`config.mk`:
```
export PLATFORM = sky130hd
export DESIGN_NAME = nibble_serial_subtractor
export DESIGN_NICKNAME = d
export VERILOG_FILES = /design/src/rtl/nibble_serial_subtractor.sv
export SDC_FILE = /design/constraint.sdc
export NUM_CORES = 1
export LEC_CHECK = 0
export CAP_MARGIN = 20
export CORE_MARGIN = 8
export CORE_UTILIZATION = 25
export CTS_BUF_LIST = sky130_fd_sc_hd__clkbuf_2 sky130_fd_sc_hd__clkbuf_4 sky130_fd_sc_hd__clkbuf_8
export DETAILED_ROUTE_END_ITERATION = 8
export HOLD_SLACK_MARGIN = 0.05
export PLACE_DENSITY = 0.54
export SYNTH_ARGS = -nofsm -noshare
export SYNTH_HDL_FRONTEND = slang
export SYNTH_SLANG_ARGS = --single-unit
```
`constraint.sdc`:
```
create_clock -name clk -period 6.4 [get_ports clk]
set_clock_uncertainty 0.15 [all_clocks]
set_input_delay 1.92 -clock clk [delete_from_list [all_inputs] [get_ports clk]]
set_output_delay 1.92 -clock clk [all_outputs]
set_load 0.03 [all_outputs]
```
`src/rtl/nibble_serial_subtractor.sv`:
```
// Multi-cycle subtractor: diff = a - b - bin, one SLICE-bit slice per clock, LSB first.
// Results and flags are registered and change only on the cycle that raises done.
module nibble_serial_subtractor #(
  parameter int unsigned WIDTH = 16,
  parameter int unsigned SLICE = 4
) (
  input  logic             clk,
  input  logic             rst,
  input  logic             start,
  input  logic [WIDTH-1:0] a,
  input  logic [WIDTH-1:0] b,
  input  logic             bin,
  output logic             busy,
  output logic             done,
  output logic [WIDTH-1:0] diff,
  output logic             bout,
  output logic             ovf,
  output logic             zero
);

  localparam int unsigned N     = WIDTH / SLICE;
  localparam int unsigned IDX_W = (N > 1) ? $clog2(N) : 1;
  localparam logic [IDX_W-1:0] LAST_IDX = IDX_W'(N - 1);

  generate
    if ((WIDTH % SLICE) != 0 || SLICE == 0) begin : g_bad_params
      $error("WIDTH must be a non-zero integer multiple of SLICE");
    end
  endgenerate

  typedef enum logic {
    IDLE = 1'b0,
    RUN  = 1'b1
  } state_e;

  state_e             state_q, state_d;
  logic [IDX_W-1:0]   idx_q, idx_d;
  logic [WIDTH-1:0]   a_q, a_d;
  logic [WIDTH-1:0]   b_q, b_d;
  logic [WIDTH-1:0]   acc_q, acc_d;
  logic               borrow_q, borrow_d;
  logic [WIDTH-1:0]   diff_q, diff_d;
  logic               bout_q, bout_d;
  logic               ovf_q, ovf_d;
  logic               zero_q, zero_d;
  logic               done_q, done_d;
  logic [SLICE:0]     slice_res;

  // Operands shift right each cycle so the active slice is always the low SLICE bits;
  // the accumulator fills from the top so slice 0 lands at bit 0 after N cycles.
  always_comb begin
    // NOTE: every variable gets a default first so no path leaves it unassigned (no latch).
    state_d   = state_q;
    idx_d     = idx_q;
    a_d       = a_q;
    b_d       = b_q;
    acc_d     = acc_q;
    borrow_d  = borrow_q;
    diff_d    = diff_q;
    bout_d    = bout_q;
    ovf_d     = ovf_q;
    zero_d    = zero_q;
    done_d    = 1'b0;
    slice_res = '0;

    unique case (state_q)
      IDLE: begin
        if (start) begin
          a_d      = a;
          b_d      = b;
          borrow_d = bin;
          acc_d    = '0;
          idx_d    = '0;
          state_d  = RUN;
        end
      end
      RUN: begin
        slice_res = {1'b0, a_q[SLICE-1:0]} - {1'b0, b_q[SLICE-1:0]} - (SLICE+1)'(borrow_q);
        acc_d     = acc_q >> SLICE;
        acc_d[WIDTH-1 -: SLICE] = slice_res[SLICE-1:0];
        a_d       = a_q >> SLICE;
        b_d       = b_q >> SLICE;
        borrow_d  = slice_res[SLICE];
        idx_d     = idx_q + 1'b1;
        if (idx_q == LAST_IDX) begin
          // Top slice still holds the original operand MSBs at bit SLICE-1.
          diff_d  = acc_d;
          bout_d  = slice_res[SLICE];
          ovf_d   = (a_q[SLICE-1] != b_q[SLICE-1]) && (acc_d[WIDTH-1] != a_q[SLICE-1]);
          zero_d  = (acc_d == '0);
          done_d  = 1'b1;
          idx_d   = '0;
          state_d = IDLE;
        end
      end
      default: state_d = IDLE;
    endcase
  end

  always_ff @(posedge clk) begin
    // NOTE: sequential state uses non-blocking assignments so all registers update together.
    if (rst) begin
      state_q  <= IDLE;
      idx_q    <= '0;
      a_q      <= '0;
      b_q      <= '0;
      acc_q    <= '0;
      borrow_q <= 1'b0;
      diff_q   <= '0;
      bout_q   <= 1'b0;
      ovf_q    <= 1'b0;
      zero_q   <= 1'b0;
      done_q   <= 1'b0;
    end else begin
      state_q  <= state_d;
      idx_q    <= idx_d;
      a_q      <= a_d;
      b_q      <= b_d;
      acc_q    <= acc_d;
      borrow_q <= borrow_d;
      diff_q   <= diff_d;
      bout_q   <= bout_d;
      ovf_q    <= ovf_d;
      zero_q   <= zero_d;
      done_q   <= done_d;
    end
  end

  assign busy = (state_q == RUN);
  assign done = done_q;
  assign diff = diff_q;
  assign bout = bout_q;
  assign ovf  = ovf_q;
  assign zero = zero_q;

endmodule
```
==> results.sh <==
export IMPL_reg2reg_from="b_q[0]$_SDFFE_PP0P_"
export IMPL_finalCritPeriodShare=0.644
export IMPL_ff2ff_setup_slack_ns=4.13
export IMPL_io_pins=57
export IMPL_cts_buffers_inserted=9
export IMPL_die_h_um=123
export IMPL_crit_fanout=81
export IMPL_grt_overflow_total=0
export IMPL_critPathLaunch="busy$_SDFF_PP0_"
export IMPL_ir_drop_v=0.0000761
export IMPL_post_cts_setup_buffer_count=0
export IMPL_cp_slowest_cell="clkdlybuf4s50_1"
export IMPL_synth_top_area_share=0.474
export IMPL_cts_tree="built"
export IMPL_start_util=0.254
export IMPL_clk_pin_slew_ns=0.07
export IMPL_worstPathCellList="buf_4 > clkdlybuf4s50_1"
export IMPL_async_flop_share=0
export IMPL_synth_area_leaders="dfxtp_1 (47%), mux2i_1 (11%), nor2_1 (9.8%)"
export IMPL_cp_start_kind="flop"
export IMPL_cts_htree_levels=3
export IMPL_fmax_mhz=243
export IMPL_timing_hold_ws_ns=0.311
export IMPL_path_delay_family="buffers and inverters"
export IMPL_crit_type="flop to output port"
export IMPL_r2r_cells=6
export IMPL_leakagePower_nw=1.48
export IMPL_maxCapViolCount=0
export IMPL_cp_required_ns=4.33
export IMPL_min_path_type="flop to flop"
export IMPL_slew_headroom=0.497
export IMPL_syn_avg_cell_area_um2=9.17
export IMPL_syn_nets=356
export IMPL_drt_iter0_markers=130
export IMPL_root_buffer="clkbuf_8"
export IMPL_synth_flop_cell="dfxtp_1"
export IMPL_worstReg2RegEnd="zero$_SDFFE_PP0P_"
export IMPL_nFillCells=1175
export IMPL_drc=0
export IMPL_yosys_warnings=0
export IMPL_synth_cells=313
export IMPL_fin_setup_tns_ns=0
export IMPL_hold_viol=0
export IMPL_final_cells=509
export IMPL_synth_distinct_cells=33
export IMPL_cp_endpoint="busy"
export IMPL_slowest_delay_ns=0.81
export IMPL_fp_dieW_um=123
export IMPL_hold_buffers=0
export IMPL_drtPass1Iterations=5
export IMPL_clk_latency_ns=0.34
export IMPL_total_power_w=0.000938
export IMPL_drt_vias_per_instance=4.43
export IMPL_synth_edf_count=0
export IMPL_grt_pass1_wl_um=10900
export IMPL_fin_nets=404
export IMPL_layout_area_seq_um2=1360
export IMPL_grt_max_degree=82
export IMPL_rsz0062_at_grt="no"
export IMPL_gp_congestion=0.732
export IMPL_path_buf_inv=2
export IMPL_worstMarginPinSlew_ns=0.754
export IMPL_crit_cells=2
export IMPL_synth_most_common_cell="nor2_1"
export IMPL_period_needed_ns=4.12
export IMPL_slew_violations=0
export IMPL_antenna_found_initial=0
export IMPL_seq_area_frac_synth=0.474
export IMPL_cts_buffer_depth=2
export IMPL_yosysTopAreaCell="dfxtp_1"
export IMPL_rows=39
export IMPL_synth_seq_cells=68
export IMPL_dieArea_um2=15200
export IMPL_arrival_ns=2.05
export IMPL_vias=2256
export IMPL_setup_viol=0
export IMPL_synth_common_cells="nor2_1 (75), dfxtp_1 (68), a21oi_1 (40), mux2i_1 (32), a22o_1 (14)"
export IMPL_cts_repair_resized=0
export IMPL_powerDensity_nw_per_um2=253
export IMPL_multi_input_area_um2=1350
export IMPL_grt_pass1_vias=2158
export IMPL_n_antenna_cell=0
export IMPL_fin_util=0.328
export IMPL_routed_wl_um=6650
export IMPL_dp_cells=493
export IMPL_core_um2=11300
export IMPL_grtUsageTotal=0.0925
export IMPL_drtAntennaViolNets=0
export IMPL_dp_hpwl_um=4690
export IMPL_layout_drive_gt1_share=0.0656
export IMPL_io_buffer_count=56
export IMPL_area_delta_synth_final_pct=29.4
export IMPL_wl_per_cell_um=13.1
export IMPL_cts_sinks=68
export IMPL_synth_cell_area_um2=2870
export IMPL_end_kind="output port"
export IMPL_status="finished clean"
-- routing by layer --
metal  share of wire  track usage  vias to the layer above
met1            0.46        0.116                     1018
met4           0.020       0.0451                        0
met3           0.074       0.0329                       12
met5               0            0                        -
li1                -            -                     1162
met2            0.44        0.138                       64
-- power breakdown --
part	internal [W]	leakage, nW	total [W]	switching (W)
registers	0.000439	0.554	0.000450	0.0000105
logic	0.0000610	0.824	0.000126	0.0000653
clock network	0.000204	0.106	0.000362	0.000158
total	0.000705	1.48	0.000938	0.000234
-- layout by cell type, fill, tap and decap left out, drive strengths merged, types with 2 or more instances in the layout --
cell type,n
nor2,76
dfxtp,68
clkdlybuf4s50,55
a21oi,41
mux2i,32
a22o,14
nor3b,13
clkbuf,12
inv,10
nand2,8
ha,5
buf,4
nor4,3
xnor2,2
o21a,2
o21ai,2
o31ai,2
fa,2
clkinv,2
-- cell type report --
cell class	instances	share of cell area
clock inverter	4	0.0128
inverter	10	0.0101
timing repair buffer	59	0.156
sequential	68	0.367
clock buffer	12	0.0428
tap	143	0.0482
multi-input combinational	213	0.364
-- how the worst min path moves through the flow --
stage | startpoint | to | slack [ns] | cells past startpoint
floorplan | a_q[4]$_SDFFE_PP0P_ | a_q[0]$_SDFFE_PP0P_ | 0.30 | 2
global placement | diff[10]$_SDFFE_PP0P_ | diff[10]$_SDFFE_PP0P_ | 0.30 | 2
detailed placement | diff[10]$_SDFFE_PP0P_ | diff[10]$_SDFFE_PP0P_ | 0.31 | 2
CTS | diff[10]$_SDFFE_PP0P_ | diff[10]$_SDFFE_PP0P_ | 0.32 | 2
global route | diff[8]$_SDFFE_PP0P_ | diff[8]$_SDFFE_PP0P_ | 0.34 | 1
finish | diff[10]$_SDFFE_PP0P_ | diff[10]$_SDFFE_PP0P_ | 0.31 | 2
-- cell families (layout without fill, tap and decap cells) --
logic type,Yosys count,in the layout,synth area share
and+or+nand+nor,108,108,0.171
muxes,32,32,0.112
DFF,68,68,0.474
AOI/OAI and AO/OA,63,63,0.138
adders and majority gates,7,7,0.0357
xor gates and xnor gates,3,3,0.0139
buffers and inverters,32,85,0.0554
-- worst register-to-register path, delay by kind of cell (launching register included) --
family | cells | cell delay, ns
fa+ha+maj | 2 | 0.93
simple gates | 2 | 0.47
flops | 1 | 0.34
compound gates | 1 | 0.24
buf+inv | 1 | 0.06
-- registers in the layout (all words and copies together) (netlist names) --
signal	cells
a_q	16
acc_q	12
b_q	16
borrow_q	1
bout	1
busy	1
diff	16
done	1
idx_q	2
ovf	1
zero	1
-- metrics by stage --
stage	instance area, um2	setup WS [ns]
floorplan	2870	3.48
global placement	3510	2.62
detailed placement	3510	2.61
CTS	3710	2.23
global route	3710	2.15
finish	3710	2.28
(Power assumes the default switching activity.)
